File: src/rtl/dm_hart_ctrl_if.sv
// dm_hart_ctrl_if: DMI request/response channel and Core debug port group of the Debug Module.
// Signal suffixes are from the controller's point of view.
interface dm_hart_ctrl_if #(
  parameter int ABITS = 7
);
  logic             dmi_req_valid_i;
  logic             dmi_req_ready_o;
  logic [ABITS-1:0] dmi_addr_i;
  logic [1:0]       dmi_op_i;
  logic [31:0]      dmi_wdata_i;
  logic             dmi_resp_valid_o;
  logic             dmi_resp_ready_i;
  logic [31:0]      dmi_resp_data_o;
  logic             dmi_resp_err_o;
  logic             dm_halt_req_o;
  logic             dm_halt_ack_i;
  logic             dm_resume_ack_i;
  logic             dm_ebreak_i;
  logic             dm_step_exec_i;
  logic             dm_reg_rd_wr_en_o;
  logic             dm_reg_rd_wr_o;
  logic [15:0]      dm_reg_rd_wr_address_o;
  logic [31:0]      dm_reg_wr_data_o;
  logic [31:0]      dm_reg_rd_data_i;
  modport slave (
    input  dmi_req_valid_i, dmi_addr_i, dmi_op_i, dmi_wdata_i, dmi_resp_ready_i,
           dm_halt_ack_i, dm_resume_ack_i, dm_ebreak_i, dm_step_exec_i, dm_reg_rd_data_i,
    output dmi_req_ready_o, dmi_resp_valid_o, dmi_resp_data_o, dmi_resp_err_o,
           dm_halt_req_o, dm_reg_rd_wr_en_o, dm_reg_rd_wr_o, dm_reg_rd_wr_address_o, dm_reg_wr_data_o
  );
  modport master (
    output dmi_req_valid_i, dmi_addr_i, dmi_op_i, dmi_wdata_i, dmi_resp_ready_i,
           dm_halt_ack_i, dm_resume_ack_i, dm_ebreak_i, dm_step_exec_i, dm_reg_rd_data_i,
    input  dmi_req_ready_o, dmi_resp_valid_o, dmi_resp_data_o, dmi_resp_err_o,
           dm_halt_req_o, dm_reg_rd_wr_en_o, dm_reg_rd_wr_o, dm_reg_rd_wr_address_o, dm_reg_wr_data_o
  );
endinterface

File: src/rtl/dm_hart_ctrl.sv
// dm_hart_ctrl: DM register decode, hart halt/resume control and abstract register access.
module dm_hart_ctrl #(
  parameter int ABITS        = 7,
  parameter int HALT_TIMEOUT = 1024
) (
  input logic           clk_i,
  input logic           reset_i,
  dm_hart_ctrl_if.slave bus
);
  localparam int CW = $clog2(HALT_TIMEOUT + 1);
  localparam logic [ABITS-1:0] A_DATA0 = ABITS'('h04);
  localparam logic [ABITS-1:0] A_DMCTL = ABITS'('h10);
  localparam logic [ABITS-1:0] A_DMSTAT = ABITS'('h11);
  localparam logic [ABITS-1:0] A_ACS = ABITS'('h16);
  localparam logic [ABITS-1:0] A_CMD = ABITS'('h17);
  typedef enum logic [2:0] {RUNNING, HALTING, HALTED, ACCESS, RESUMING} state_e;
  state_e           state_q, state_d;
  logic [CW-1:0]    cnt_q, cnt_d;
  logic [31:0]      data0_q, data0_d, resp_data_q, resp_data_d, rdata, wd;
  logic [2:0]       cmderr_q, cmderr_d;
  logic [15:0]      regno_q, regno_d;
  logic [ABITS-1:0] addr;
  logic dmactive_q, dmactive_d, haltreq_q, haltreq_d, resumeack_q, resumeack_d;
  logic xfer_q, xfer_d, rd_wr_q, rd_wr_d;
  logic resp_valid_q, resp_valid_d, resp_err_q, resp_err_d;
  logic acc, rd, wr, act_wr, busy, halted, running, mapped;
  logic halt_wr, resume_wr, busy_wr, cmd_wr, cmd_ok;
  assign addr      = bus.dmi_addr_i;
  assign wd        = bus.dmi_wdata_i;
  assign acc       = bus.dmi_req_valid_i && !resp_valid_q;
  assign rd        = acc && bus.dmi_op_i == 2'd1;
  assign wr        = acc && bus.dmi_op_i == 2'd2;
  assign act_wr    = wr && dmactive_q;
  assign busy      = state_q == ACCESS;
  assign halted    = state_q == HALTED || busy;
  assign running   = state_q == RUNNING || state_q == HALTING;
  assign halt_wr   = wr && addr == A_DMCTL && wd[0] && wd[31];
  // haltreq wins over a resumereq written in the same access
  assign resume_wr = wr && addr == A_DMCTL && wd[0] && wd[30] && !wd[31];
  assign busy_wr   = act_wr && busy && (addr inside {A_DATA0, A_ACS, A_CMD});
  assign cmd_wr    = act_wr && !busy && addr == A_CMD && cmderr_q == 3'd0;
  assign cmd_ok    = cmd_wr && state_q == HALTED && wd[31:24] == 8'd0 && wd[22:20] == 3'd2;
  always_comb begin
    rdata  = '0;
    mapped = 1'b1;
    case (addr)
      A_DATA0:  rdata = data0_q;
      A_DMCTL:  rdata = {haltreq_q, 30'd0, dmactive_q};
      A_DMSTAT: rdata = {14'd0, {2{resumeack_q}}, 4'd0, {2{running}}, {2{halted}}, 4'd0, 4'd2};
      A_ACS:    rdata = {19'd0, busy, 1'b0, cmderr_q, 8'd0};
      A_CMD:    rdata = '0;
      default:  mapped = 1'b0;
    endcase
  end
  always_comb begin
    state_d      = state_q;
    cnt_d        = cnt_q;
    data0_d      = data0_q;
    cmderr_d     = cmderr_q;
    dmactive_d   = dmactive_q;
    haltreq_d    = haltreq_q;
    resumeack_d  = resumeack_q;
    xfer_d       = xfer_q;
    rd_wr_d      = rd_wr_q;
    regno_d      = regno_q;
    resp_valid_d = acc || (resp_valid_q && !bus.dmi_resp_ready_i);
    resp_data_d  = acc ? (rd ? rdata : '0) : resp_data_q;
    resp_err_d   = acc ? (rd || wr) && !mapped : resp_err_q;
    if (wr && addr == A_DMCTL) begin
      dmactive_d = wd[0];
      haltreq_d  = wd[0] && wd[31];
    end
    if (busy_wr && cmderr_q == 3'd0) cmderr_d = 3'd1;
    if (act_wr && !busy && addr == A_DATA0) data0_d = wd;
    if (act_wr && !busy && addr == A_ACS) cmderr_d = cmderr_q & ~wd[10:8];
    if (cmd_wr) cmderr_d = state_q != HALTED ? 3'd4 : cmd_ok ? 3'd0 : 3'd2;
    if (cmd_ok) begin
      xfer_d  = wd[17];
      rd_wr_d = wd[16];
      regno_d = wd[15:0];
    end
    case (state_q)
      RUNNING: begin
        state_d = bus.dm_ebreak_i ? HALTED : halt_wr ? HALTING : RUNNING;
        cnt_d   = '0;
      end
      HALTING: begin
        cnt_d   = cnt_q == CW'(HALT_TIMEOUT) ? cnt_q : cnt_q + CW'(1);
        state_d = (bus.dm_halt_ack_i || bus.dm_ebreak_i) ? HALTED :
                  cnt_d == CW'(HALT_TIMEOUT) ? RUNNING : HALTING;
      end
      HALTED: begin
        state_d     = resume_wr ? RESUMING : cmd_ok ? ACCESS : HALTED;
        resumeack_d = resumeack_q && !resume_wr;
      end
      ACCESS: begin
        state_d = HALTED;
        if (xfer_q && !rd_wr_q) data0_d = bus.dm_reg_rd_data_i;
      end
      RESUMING: begin
        state_d     = (bus.dm_ebreak_i || bus.dm_step_exec_i) ? HALTED :
                      bus.dm_resume_ack_i ? RUNNING : RESUMING;
        resumeack_d = resumeack_q || bus.dm_resume_ack_i || bus.dm_step_exec_i;
      end
      default: state_d = RUNNING;
    endcase
    if (!dmactive_d) state_d = RUNNING;
  end
  always_ff @(posedge clk_i or negedge reset_i) begin
    if (!reset_i) begin
      state_q      <= RUNNING;
      cnt_q        <= '0;
      data0_q      <= '0;
      cmderr_q     <= '0;
      dmactive_q   <= 1'b0;
      haltreq_q    <= 1'b0;
      resumeack_q  <= 1'b0;
      xfer_q       <= 1'b0;
      rd_wr_q      <= 1'b0;
      regno_q      <= '0;
      resp_valid_q <= 1'b0;
      resp_data_q  <= '0;
      resp_err_q   <= 1'b0;
    end else begin
      state_q      <= state_d;
      cnt_q        <= cnt_d;
      data0_q      <= data0_d;
      cmderr_q     <= cmderr_d;
      dmactive_q   <= dmactive_d;
      haltreq_q    <= haltreq_d;
      resumeack_q  <= resumeack_d;
      xfer_q       <= xfer_d;
      rd_wr_q      <= rd_wr_d;
      regno_q      <= regno_d;
      resp_valid_q <= resp_valid_d;
      resp_data_q  <= resp_data_d;
      resp_err_q   <= resp_err_d;
    end
  end
  assign bus.dmi_req_ready_o        = !resp_valid_q;
  assign bus.dmi_resp_valid_o       = resp_valid_q;
  assign bus.dmi_resp_data_o        = resp_data_q;
  assign bus.dmi_resp_err_o         = resp_err_q;
  assign bus.dm_halt_req_o          = state_q == HALTING || halted;
  assign bus.dm_reg_rd_wr_en_o      = busy && xfer_q;
  assign bus.dm_reg_rd_wr_o         = rd_wr_q;
  assign bus.dm_reg_rd_wr_address_o = regno_q;
  assign bus.dm_reg_wr_data_o       = data0_q;
endmodule

File: src/flat_wrapper.sv
// flat-port wrapper written by rule: the top's interface ports become plain ports
module dm_hart_ctrl_flat 
#(
  parameter int ABITS        = 7,
  parameter int HALT_TIMEOUT = 1024
)
  (clk_i, reset_i, bus_dmi_req_valid_i, bus_dmi_addr_i, bus_dmi_op_i, bus_dmi_wdata_i, bus_dmi_resp_ready_i, bus_dm_halt_ack_i, bus_dm_resume_ack_i, bus_dm_ebreak_i, bus_dm_step_exec_i, bus_dm_reg_rd_data_i, bus_dmi_req_ready_o, bus_dmi_resp_valid_o, bus_dmi_resp_data_o, bus_dmi_resp_err_o, bus_dm_halt_req_o, bus_dm_reg_rd_wr_en_o, bus_dm_reg_rd_wr_o, bus_dm_reg_rd_wr_address_o, bus_dm_reg_wr_data_o);
  dm_hart_ctrl_if #(.ABITS(ABITS)) bus_i ();
  input logic clk_i;
  input logic reset_i;
  input wire logic [$bits(bus_i.dmi_req_valid_i)-1:0] bus_dmi_req_valid_i;
  input wire logic [$bits(bus_i.dmi_addr_i)-1:0] bus_dmi_addr_i;
  input wire logic [$bits(bus_i.dmi_op_i)-1:0] bus_dmi_op_i;
  input wire logic [$bits(bus_i.dmi_wdata_i)-1:0] bus_dmi_wdata_i;
  input wire logic [$bits(bus_i.dmi_resp_ready_i)-1:0] bus_dmi_resp_ready_i;
  input wire logic [$bits(bus_i.dm_halt_ack_i)-1:0] bus_dm_halt_ack_i;
  input wire logic [$bits(bus_i.dm_resume_ack_i)-1:0] bus_dm_resume_ack_i;
  input wire logic [$bits(bus_i.dm_ebreak_i)-1:0] bus_dm_ebreak_i;
  input wire logic [$bits(bus_i.dm_step_exec_i)-1:0] bus_dm_step_exec_i;
  input wire logic [$bits(bus_i.dm_reg_rd_data_i)-1:0] bus_dm_reg_rd_data_i;
  output wire logic [$bits(bus_i.dmi_req_ready_o)-1:0] bus_dmi_req_ready_o;
  output wire logic [$bits(bus_i.dmi_resp_valid_o)-1:0] bus_dmi_resp_valid_o;
  output wire logic [$bits(bus_i.dmi_resp_data_o)-1:0] bus_dmi_resp_data_o;
  output wire logic [$bits(bus_i.dmi_resp_err_o)-1:0] bus_dmi_resp_err_o;
  output wire logic [$bits(bus_i.dm_halt_req_o)-1:0] bus_dm_halt_req_o;
  output wire logic [$bits(bus_i.dm_reg_rd_wr_en_o)-1:0] bus_dm_reg_rd_wr_en_o;
  output wire logic [$bits(bus_i.dm_reg_rd_wr_o)-1:0] bus_dm_reg_rd_wr_o;
  output wire logic [$bits(bus_i.dm_reg_rd_wr_address_o)-1:0] bus_dm_reg_rd_wr_address_o;
  output wire logic [$bits(bus_i.dm_reg_wr_data_o)-1:0] bus_dm_reg_wr_data_o;
  assign bus_i.dmi_req_valid_i = bus_dmi_req_valid_i;
  assign bus_i.dmi_addr_i = bus_dmi_addr_i;
  assign bus_i.dmi_op_i = bus_dmi_op_i;
  assign bus_i.dmi_wdata_i = bus_dmi_wdata_i;
  assign bus_i.dmi_resp_ready_i = bus_dmi_resp_ready_i;
  assign bus_i.dm_halt_ack_i = bus_dm_halt_ack_i;
  assign bus_i.dm_resume_ack_i = bus_dm_resume_ack_i;
  assign bus_i.dm_ebreak_i = bus_dm_ebreak_i;
  assign bus_i.dm_step_exec_i = bus_dm_step_exec_i;
  assign bus_i.dm_reg_rd_data_i = bus_dm_reg_rd_data_i;
  assign bus_dmi_req_ready_o = bus_i.dmi_req_ready_o;
  assign bus_dmi_resp_valid_o = bus_i.dmi_resp_valid_o;
  assign bus_dmi_resp_data_o = bus_i.dmi_resp_data_o;
  assign bus_dmi_resp_err_o = bus_i.dmi_resp_err_o;
  assign bus_dm_halt_req_o = bus_i.dm_halt_req_o;
  assign bus_dm_reg_rd_wr_en_o = bus_i.dm_reg_rd_wr_en_o;
  assign bus_dm_reg_rd_wr_o = bus_i.dm_reg_rd_wr_o;
  assign bus_dm_reg_rd_wr_address_o = bus_i.dm_reg_rd_wr_address_o;
  assign bus_dm_reg_wr_data_o = bus_i.dm_reg_wr_data_o;
  dm_hart_ctrl #(.ABITS(ABITS), .HALT_TIMEOUT(HALT_TIMEOUT)) u_core (.clk_i(clk_i), .reset_i(reset_i), .bus(bus_i));
endmodule
File: config.mk
export PLATFORM = sky130hd
export DESIGN_NAME = dm_hart_ctrl_flat
export DESIGN_NICKNAME = d
export VERILOG_FILES = /design/src/rtl/dm_hart_ctrl_if.sv /design/src/rtl/dm_hart_ctrl.sv /design/src/flat_wrapper.sv
export SDC_FILE = /design/constraint.sdc
export NUM_CORES = 1
export LEC_CHECK = 0
export CAP_MARGIN = 20
export CORE_ASPECT_RATIO = 0.7
export CORE_MARGIN = 4
export CORE_UTILIZATION = 43
export CTS_BUF_LIST = sky130_fd_sc_hd__clkbuf_8
export DETAILED_ROUTE_END_ITERATION = 10
export PLACE_DENSITY_LB_ADDON = 0.05
export SLEW_MARGIN = 20
export SYNTH_ARGS = -nofsm -noshare
export SYNTH_HDL_FRONTEND = slang
export SYNTH_SLANG_ARGS = --single-unit
File: constraint.sdc
create_clock -name clk_i -period 1.9 [get_ports clk_i]
set_input_delay 0.38 -clock clk_i [delete_from_list [all_inputs] [get_ports clk_i]]
set_output_delay 0.38 -clock clk_i [all_outputs]
set_load 0.02 [all_outputs]
[Yosys cells after proc, flatten, opt, wreduce, memory -nomap -nowiden]
Cells that the tools add are included.
Widths: inputs -> output; s select.
Word-level totals
  latch bits: 0
  bits in writable memories: 0
  memory bits (read-only): 0
  memories: 0
  input port bits: 81
  output and inout port bits: 86
  bits in registers: 104
  word-level logic and storage cells: 106
Operators by class
  shifts and indexed selects: 0
  div/mod/pow operators: 0
  reduce and logical (&&, ||, !) cells: 50
  multiplexer cells: 25
  multipliers: 0
  bitwise gates (word level): 2
  $add $sub $neg: 1
  magnitude comparators: 0
  equal/unequal tests: 15
Operator list (count)
  $mux 32: 4
  $pmux 32 s4: 1
  $mux 3: 10
  $eq 7x5->1 const B: 4
  $logic_and 1x1->1: 26
  $eq 11x11->1 const B: 2
  $pmux 11 s2: 1
  $pmux 3 s5: 1
  $add 11x1->11 const B: 1
  $mux 11: 1
  $eq 3x2->1 const B: 3
  $logic_or 1x1->1: 9
  $logic_not 8->1: 1
  $eq 7x3->1 const B: 1
  $logic_not 1->1: 7
  $logic_not 3->1: 2
  $reduce_bool 3->1: 2
  $mux 1: 5
  $reduce_or 5->1: 1
  $reduce_bool 2->1: 2
  $and 3x3->3: 1
  $eq 3x1->1 const B: 1
  $eq 3x3->1 const B: 1
  $ne 3x2->1 const B: 1
  5 further kinds: 5

[Logic depth before layout (Yosys ltp)]
  depth after elaboration: 14
  depth in mapped cells: 9
  depth with buffers taken out: 6

[Worst setup path after synthesis]
Ideal clock, no wire load.
  path kind: input to register
  start: in bus_dmi_addr_i[5]
  end: reg u_core.data0_q[10] (netlist: u_core.bus.dm_reg_wr_data_o[10])
  arrival: 1827 ps
  setup time: 132 ps
  slack: -59 ps
  data required time: 1768 ps
  stages on the path: 7
  cell sequence: or4_4 -> nor3b_2 -> and3b_1 -> buf_6 -> buf_12 -> mux2i_1 -> o21ai_1
On the way
  longest elaborated chain between the ends: 5
Ends and longest elaborated chain
  start, declared: RTL line flat_wrapper.sv:12  | input wire logic [$bits(bus_i.dmi_addr_i)-1:0] bus_dmi_addr_i;
  $eq 7x3->1 (*): RTL line dm_hart_ctrl.sv:74  | if (act_wr && !busy && addr == A_DATA0) data0_d = wd;
  $logic_and 1x1->1 (*): RTL line dm_hart_ctrl.sv:74
  $mux 32 (*): RTL line dm_hart_ctrl.sv:74
  $mux 32: RTL line dm_hart_ctrl.sv:98  | if (xfer_q && !rd_wr_q) data0_d = bus.dm_reg_rd_data_i;
  $mux 32 (*): RTL line dm_hart_ctrl.sv:82  | case (state_q)
  named net u_core.data0_d[10]: RTL line dm_hart_ctrl.sv:19  | logic [31:0] data0_q, data0_d, resp_data_q, resp_data_d, rdata, wd;
  end signal, assigned: RTL line dm_hart_ctrl.sv:127  | data0_q <= data0_d;
  end, declared: RTL line dm_hart_ctrl.sv:19
Mark *: on every way through the listed nets, which the timed path passes. The rest lies on a longest branch.
A chain may end at the register's enable or synchronous reset.

[Worst setup path in the final report]
  start: in bus_dmi_addr_i[5]
  end: reg u_core.data0_q[9] (netlist: u_core.bus.dm_reg_wr_data_o[9])
The elaborated chain is that of the path after synthesis.

==> run metrics <==
share of the synthesized area in the top cell type 0.527; share of layout cells above drive strength 1 0.193; Die Ht 97.7 microns; setup slack after layout -0.0995 ns; Layout Utilization 0.698; FF+latch count, synth 104; root buffer cell clkbuf_8; switching share of power 0.244; placer congestion estimate 0.881; startpoint types input pin; Inst Count DP 814; Tot GR Track Use 0.247; clk slew on worst S/H paths 0.11 ns; status complete, but fails checks; sequential power share 0.566; Port Buffers 166; Iter 0 DRT Violations 319; compound-cell area share of the yosys netlist 0.162; Worst R2R Setup Slack -0.06 ns; H-tree Lvls 3; Antenna diodes 0; maxcap violations 0; slowest CP cell or4_4; Worst Path Arrival 2.28 ns; WP buf/inv 4; Pins Over Slew Limit 0; Avg WL per Cell 19.3 microns; initial antenna violation count 1; # DRC 0; Crit. End Element register; CTS sink cnt 104; Hold Path Stages 3; crit-path cells dlygate4sd2_1 -> or4_4 -> nor3b_4 -> and3b_2 -> buf_6 -> buf_12 -> buf_16 -> mux2i_1 -> o21ai_1; Core Region 0.0111 sq mm; ranking of synthesized cells by area dfrtp_1 (53%), mux2i_1 (7.1%), nand2_1 (4.5%); non-filler cells, final 843; skew final 0.0209 ns; Post-Synth Simple-Gate Area 0.144; Final nets 769; Initial Utilization 0.444; Ys Warns 0; Multi-input gate area 0.00232 sq mm; final count of negative-setup-slack endpoints 40; Die Area 0.0133 sq mm; crit-path leading delay family simple AND/OR/NAND/NOR gates; xor and xnor area share after synthesis 0.00355; via count 4,545; Worst Tran Pin Value 0.532 ns; Clock power frac 0.334; Min-Delay Path Class input pin to register; Clock Tree Buf Depth 2; pin count of the biggest net entering global routing 45; synth unique cells 56; pre-CTS setup slack -0.657 ns; Register Area 0.00260 sq mm; WP depth 9; CTS tree built; CP max stage delay 0.51 ns; final hold viol count 0; Peak VDD IR 0.313 mV; grt total ovfl 0; Via density 5.39; main combinational cell family by area after synthesis compound AO/OA/AOI/OAI gates; relative slew slack 0.644; r2r worst-path depth 9; Leak Pwr 3.35 nW; Clk Latency, worst-skew pair 0.38 ns; setup TNS -1.65 ns; vias in the first global route 4,627; FFs w/ async S/R, synth 1.00; RSZ-0062 raised after global routing yes; Crit path required time 2.18 ns; NetSw 961 uW; WS Path Type input pin to register; DIE WIDTH 136 microns; CP max FO 5; Worst Hold Slack 0.465 ns; Post-DP HPWL 11.6 mm; post-synthesis instance area 0.00494 sq mm; sequential fraction of the synthesis area 0.527; Cell Int Power 2.98 mW; Post-synth EDFFs 0; Synth Area in Adders 0.00507; TritonCTS buffer count 9; post-synth top area cell dfrtp_1; Pwr Density 507 mW/mm^2; I/O Pins 167; fin crit period 2.00 ns; failing checks setup timing; ys flop type dfrtp_1; drt pass-1 iters 5; syn_nets 549; first-pass GRT wire length 25.7 mm; # fillers 847; Synth Area per Inst 10.6 sq um; Cell Rows 32; mux cell area share after synthesis 0.114; Area Overhead vs Synth 57.3%; Total Routed Length 16.3 mm; Final ANT Viol Nets 0; Gate Count Post-Synth 466; Highest Clock Rate 0.500 GHz; combinational share of power 0.100; Final period util 1.05
==> kinds of logic (layout without fill, tap and decap cells) <==
kind of cell	count (synthesis)	after routing
DFF	104	104
adders and majority gates	2	2
and+or+nand+nor	142	142
AOI/OAI and AO/OA	122	122
buffers and inverters	40	264
muxes	54	54
xor gates and xnor gates	2	2
==> synthesized netlist by cell type (3+ instances only) <==
cell      instances
dfrtp_1         104
nand2_1          59
mux2i_1          35
o21ai_1          31
o21ai_0          25
a22o_1           24
mux2_2           19
nor2_1           18
clkbuf_1         16
nor3_1           12
nand3_1          11
inv_1            10
buf_2             9
a21oi_1           8
nor2b_1           7
a22oi_1           5
nor4_1            5
a21o_1            4
a221oi_1          4
nand4_1           4
and2_1            3
and3b_1           3
buf_12            3
nand2b_1          3
o41ai_1           3
or2_2             3
==> flip-flops by register name, summed over array words and instances (netlist names) <==
signal,count
u_core.bus.dm_reg_wr_data_o,32
u_core.bus.dmi_resp_data_o,32
u_core.bus.dm_reg_rd_wr_address_o,16
u_core.cnt_q,11
u_core.cmderr_q,3
u_core.state_q,3
u_core.bus.dm_reg_rd_wr_o,1
u_core.bus.dmi_resp_err_o,1
u_core.bus.dmi_resp_valid_o,1
u_core.dmactive_q,1
u_core.haltreq_q,1
u_core.resumeack_q,1
u_core.xfer_q,1
==> metrics by stage <==
step	total power [mW]	cell area (sq um)
final	3.94	7770
after global routing	4.10	7770
after detailed placement	2.67	7160
after global placement	2.66	7160
after CTS	3.96	7670
after floorplan	2.35	4960
==> metal layers <==
metal	GRT usage	part of all wire
met1	0.345	0.45
met5	0	0.00080
met3	0.0792	0.080
met2	0.373	0.46
met4	0.0612	0.014
==> power groups by stage <==
stage / combinational, mW / sequential [mW] / clock (mW)
2_1_floorplan: 0.0649 / 2.28 / 0
3_3_place_gp: 0.391 / 2.27 / 0
3_5_place_dp: 0.395 / 2.27 / 0
4_1_cts: 0.394 / 2.23 / 1.33
5_1_grt: 0.426 / 2.23 / 1.44
6_report: 0.394 / 2.23 / 1.32
==> placed cells by master (no fill, tap or decap), types with 3 or more instances in the layout <==
cell type and count:
nor2_1 17, buf_6 6, buf_16 5, a21o_1 4, a21oi_1 8, o21ai_1 38
or2_2 3, nor3_1 12, mux2_4 18, a221oi_1 3, nand4_1 4, buf_12 7
clkdlybuf4s50_1 145, a22o_1 24, nor2b_1 6, dlygate4sd2_1 14, mux2i_1 33, nand3_1 10
buf_4 53, clkbuf_8 11, o21ai_0 17, a22oi_1 5, inv_1 10, dfrtp_1 104
nand2b_1 3, dlymetal6s2s_1 3, clkdlybuf4s15_1 3, nand2_1 58
==> worst reg2reg max path: cells and delay by family (launching register included) <==
| kind | cells | cell delay [ns] |
|---|---|---|
| AO/OA/AOI/OAI | 1 | 0.08 |
| multiplexers | 1 | 0.20 |
| flip-flops | 1 | 0.43 |
| buffers and inverters | 4 | 0.53 |
| AND/OR/NAND/NOR | 3 | 0.63 |
==> timing repair <==
| action | CTS | global route |
|---|---|---|
| cloned | 5 | 1 |
| hold endpoints to repair | 30 | 0 |
| setup endpoints to repair | 90 | 67 |
| setup buffers | 8 | 2 |
| hold buffers | 1 | 0 |
| gates resized for setup | 58 | 25 |
| pin swaps | 11 | 8 |
==> area by class of cell <==
cell class	count	share of cell area
sequential	104	0.335
timing repair buffer	239	0.313
multi-input combinational	322	0.299
tap	153	0.0246
clock buffer	11	0.0195
inverter	10	0.00483
clock inverter	4	0.00354
==> final timing paths <==
kind,startpoint,end
hold reg to reg,u_core.bus.dmi_resp_err_o$_DFFE_PN0P_,u_core.bus.dmi_resp_err_o$_DFFE_PN0P_
hold / removal,bus_dmi_wdata_i[29],u_core.bus.dm_reg_wr_data_o[29]$_DFF_PN0_
min in group asynchronous,reset_i,u_core.bus.dmi_resp_data_o[25]$_DFFE_PN0P_
setup reg to reg,u_core.bus.dmi_resp_valid_o$_DFF_PN0_,u_core.bus.dm_reg_wr_data_o[9]$_DFF_PN0_
setup / recovery,bus_dmi_addr_i[5],u_core.bus.dm_reg_wr_data_o[9]$_DFF_PN0_
max in group asynchronous,reset_i,u_core.bus.dm_reg_wr_data_o[20]$_DFF_PN0_
(Power assumes the default switching activity.)
==> patch 1: new RTL, config.mk and constraints unchanged <==
`HALT_TIMEOUT` is set to 1024 in 2 places; all go to 2048.
--- a/src/rtl/dm_hart_ctrl.sv
+++ b/src/rtl/dm_hart_ctrl.sv
@@ -2,5 +2,5 @@
 module dm_hart_ctrl #(
   parameter int ABITS        = 7,
-  parameter int HALT_TIMEOUT = 1024
+  parameter int HALT_TIMEOUT = 2048
 ) (
   input logic           clk_i,
--- a/src/flat_wrapper.sv
+++ b/src/flat_wrapper.sv
@@ -3,5 +3,5 @@
 #(
   parameter int ABITS        = 7,
-  parameter int HALT_TIMEOUT = 1024
+  parameter int HALT_TIMEOUT = 2048
 )
   (clk_i, reset_i, bus_dmi_req_valid_i, bus_dmi_addr_i, bus_dmi_op_i, bus_dmi_wdata_i, bus_dmi_resp_ready_i, bus_dm_halt_ack_i, bus_dm_resume_ack_i, bus_dm_ebreak_i, bus_dm_step_exec_i, bus_dm_reg_rd_data_i, bus_dmi_req_ready_o, bus_dmi_resp_valid_o, bus_dmi_resp_data_o, bus_dmi_resp_err_o, bus_dm_halt_req_o, bus_dm_reg_rd_wr_en_o, bus_dm_reg_rd_wr_o, bus_dm_reg_rd_wr_address_o, bus_dm_reg_wr_data_o);
Function: same outputs for any inputs over 4 cycles, from zero or initial values and one cycle with reset_i low; that may be too few to reach the edited logic, so the function may still have changed.
==> patch 1 against the unedited design <==
The flow still finishes with violations (negative setup slack); setup slack lost 0.024 ns; clock skew decreased by 0.0096 ns; combinational power shrank 2%; synthesized area rose by 1.8%; routed wire length decreased by 2.7%; maximum frequency down 1.2%; via count rose by 2.9%; power shrank 1.8%; cell area rose by 1.1%; sequential cell count up 1; clock power is 6% lower; core utilization is 0.24 points higher; critical endpoint is now u_core.state_q[0].
==> patch 1: results (changes against the unedited design) <==
| Metric | Value |
|---|---|
| DR vias/cell | 5.47 (+1.4%) |
| Reg-to-Reg End | u_core.state_q[0] |
| Static leakage | 3.42 nW (+2.1%) |
| Register area share after synthesis | 52.3% (-0.46 points) |
| Placed Cells | 829 (+1.8%) |
| Layout Nets | 781 (+1.6%) |
| GP Congestion | 0.909 (+3.2%) |
| R2R cell count | 6 (-3) |
| Final-report setup violation count | 12 (-70%) |
| Hold Crit Start | bus_dmi_wdata_i[28] |
| Worst IR Drop VDD | 0.000315 V (+0.66%) |
| Outcome | finished, violations left |
| Detailed Route Iter0 Violations | 310 (-2.8%) |
| # fillers | 876 (+3.4%) |
| FF+latch area | 2630 µm² (+1.0%) |
| WL met3 | 1350 µm (+2.6%) |
| Violated checks | negative setup slack |
| Met2 Wirelength | 7200 µm (-3.4%) |
| Met2 Resource Use GR | 36.5% (-0.82 points) |
| Placement-stage cell area | 7310 µm² (+2.0%) |
| First-pass GRT wire length | 24,800 µm (-3.3%) |
| PnR worst setup slack | -0.123 ns (-0.0236 ns) |
| PwrDens | 493 nW/µm² (-2.8%) |
| Sink Count | 105 (+0.96%) |
| Post-synthesis compound-gate area fraction | 15.6% (-0.62 points) |
patch 1: timing repair:
action / in CTS / in global routing
pin swaps: 9 / 13
hold buffers: 1 / 0
hold endpoints to repair: 28 / 0
resized for setup: 37 / 57
buffers inserted: 4 / 3
endpoints found under the setup margin: 25 / 70
cloned: 1 / 2
patch 1: worst max-delay path by stage:
stage,from,depth (start not counted),to
floorplan,u_core.cnt_q[1],6,u_core.state_q[0]
global placement,bus_dmi_wdata_i[26],6,u_core.bus.dm_reg_rd_wr_address_o[5]
detailed placement,bus_dmi_wdata_i[25],6,u_core.bus.dm_reg_rd_wr_address_o[3]
CTS,u_core.cnt_q[1],6,u_core.state_q[0]
global route,u_core.cnt_q[0],6,u_core.state_q[0]
finish,u_core.cnt_q[0],6,u_core.state_q[0]
patch 1: worst max-delay path, stage by stage (launching register included):
cell and delay (ns):
dfrtp_2 0.41, ha_4 0.17, nand3_4 0.06, or4_4 0.43
or3b_4 0.42, a2111oi_4 0.30, a21oi_1 0.10
==> patch 2: new RTL, same settings <==
Without the edit above. Make the reset (`reset_i`) synchronous in one clocked block.
--- a/src/rtl/dm_hart_ctrl.sv
+++ b/src/rtl/dm_hart_ctrl.sv
@@ -107,5 +107,5 @@
     if (!dmactive_d) state_d = RUNNING;
   end
-  always_ff @(posedge clk_i or negedge reset_i) begin
+  always_ff @(posedge clk_i) begin
     if (!reset_i) begin
       state_q      <= RUNNING;
Check against the original RTL: differs if reset_i is asserted again (counterexample within 4 cycles, from zero or initial values and one cycle with reset_i low); with reset_i held inactive, the same outputs for 4 cycles.
==> patch 2 against the unedited design <==
Cell area down 2.3%; setup slack better by 0.084 ns; critical endpoint is now u_core.state_q[0]; largest power group unchanged; sequential share of layout area decreased by 6.0 points; sequential cell count stayed put; power fell by 0.95%; routed wire length grew 6.9%; die area decreased by 3.4%; synthesized area is 3.7% lower; via count grew 13%; first-iteration DRC count up 75%; the run still ends with negative setup slack left.
==> patch 2: results (changes against the unedited design) <==
| Metric | Value |
|---|---|
| Reg-to-Reg Start | u_core.cnt_q[2] |
| Origin of the worst setup path | u_core.cnt_q[2] |
| Clock group | 1.36 mW (+3%) |
| WHS Endpoint | u_core.bus.dm_reg_wr_data_o[24] |
| Mux share of post-synthesis cell area | 8.84% (-2.6 points) |
| CP Class | reg2reg |
| Top Layer Used | met4 |
| Routed length per instance | 19.2 µm (-0.54%) |
| PnR worst setup slack | -0.0155 ns (+0.0840 ns) |
| Met2 Resource Use GR | 41.8% (+4.5 points) |
| Met1 Wirelength | 7820 µm (+7.2%) |
| # fillers | 833 (-1.7%) |
| Met3 Use GR | 8.78% (+0.86 points) |
| Slew headroom | 64.4% (about the same) |
| Worst IR Drop VDD | 0.000381 V (+22%) |
| Vias in the first global route | 5,029 (+8.7%) |
| DP HPWL | 12,400 µm (+7.7%) |
| Largest cells by area after synthesis | dfxtp_1 (44%), mux2i_1 (8.8%), nor2_1 (8.0%) |
| Met2 Wirelength | 7720 µm (+3.7%) |
| Outcome | finished, violations left |
| Register area share after synthesis | 43.8% (-8.9 points) |
| Placed Cells | 874 (+7.4%) |
| WL met3 | 1590 µm (+21%) |
| Adder-Cell Fraction of Synth Area | 0.526% (+0.019 points) |
| Detailed Route Iter0 Violations | 557 (+75%) |
| Post-Synth XOR/XNOR Area | 0.737% (+0.38 points) |
| Final Skew | 0.0113 ns (-0.00958 ns) |
| Layout Nets | 837 (+8.8%) |
| Hold slack | 0.390 ns (-0.0748 ns) |
| First-pass GRT wire length | 26,900 µm (+4.8%) |
| DR vias/cell | 5.64 (+4.7%) |
| Internal power | 2.95 mW (-1.0%) |
| Post-synthesis compound-gate area fraction | 20.3% (+4.1 points) |
| Synth unique cells | 58 (+3.6%) |
| GP Congestion | 0.955 (+8.4%) |
| Final-report setup violation count | 1 (-98%) |
| Non-filler cells, final | 906 (+7.5%) |
| Static leakage | 2.78 nW (-17%) |
| Violated checks | negative setup slack |
| Power, Total | 3.90 mW (-0.95%) |
| Prevailing post-synth register cell | dfxtp_1 |
| Initial antenna violation count | 0 (-1) |
| Largest net degree at the start of global routing | 51 (+13%) |
| Post-synthesis net count | 619 (+13%) |
| R2R cell count | 5 (-4) |
patch 2: cell types whose count changed in the layout (fill, tap and decap cells not counted), sizes merged, moves of 8 or more:
| cell | before | now |
|---|---|---|
| nand2 | 59 | 31 |
| a22oi | 5 | 30 |
| dfxtp | 0 | 104 |
| a311oi | 0 | 10 |
| buf | 72 | 81 |
| dfrtp | 104 | 0 |
| nor2 | 18 | 102 |
| a211oi | 1 | 23 |
| o21ai | 56 | 19 |
| a22o | 24 | 0 |
| and3 | 2 | 10 |
| mux2 | 19 | 0 |
patch 2: cell type report:
class                   instances  area (µm²)  area share (%)
multi-input cells             386        2640            34.8
inverters                       6        22.5           0.297
repair buffers                247        2460            32.5
clock buffers                  11         151            1.99
flip-flops and latches        104        2090            27.5
clock inverters                 4        36.3           0.478
well taps                     148         185            2.44
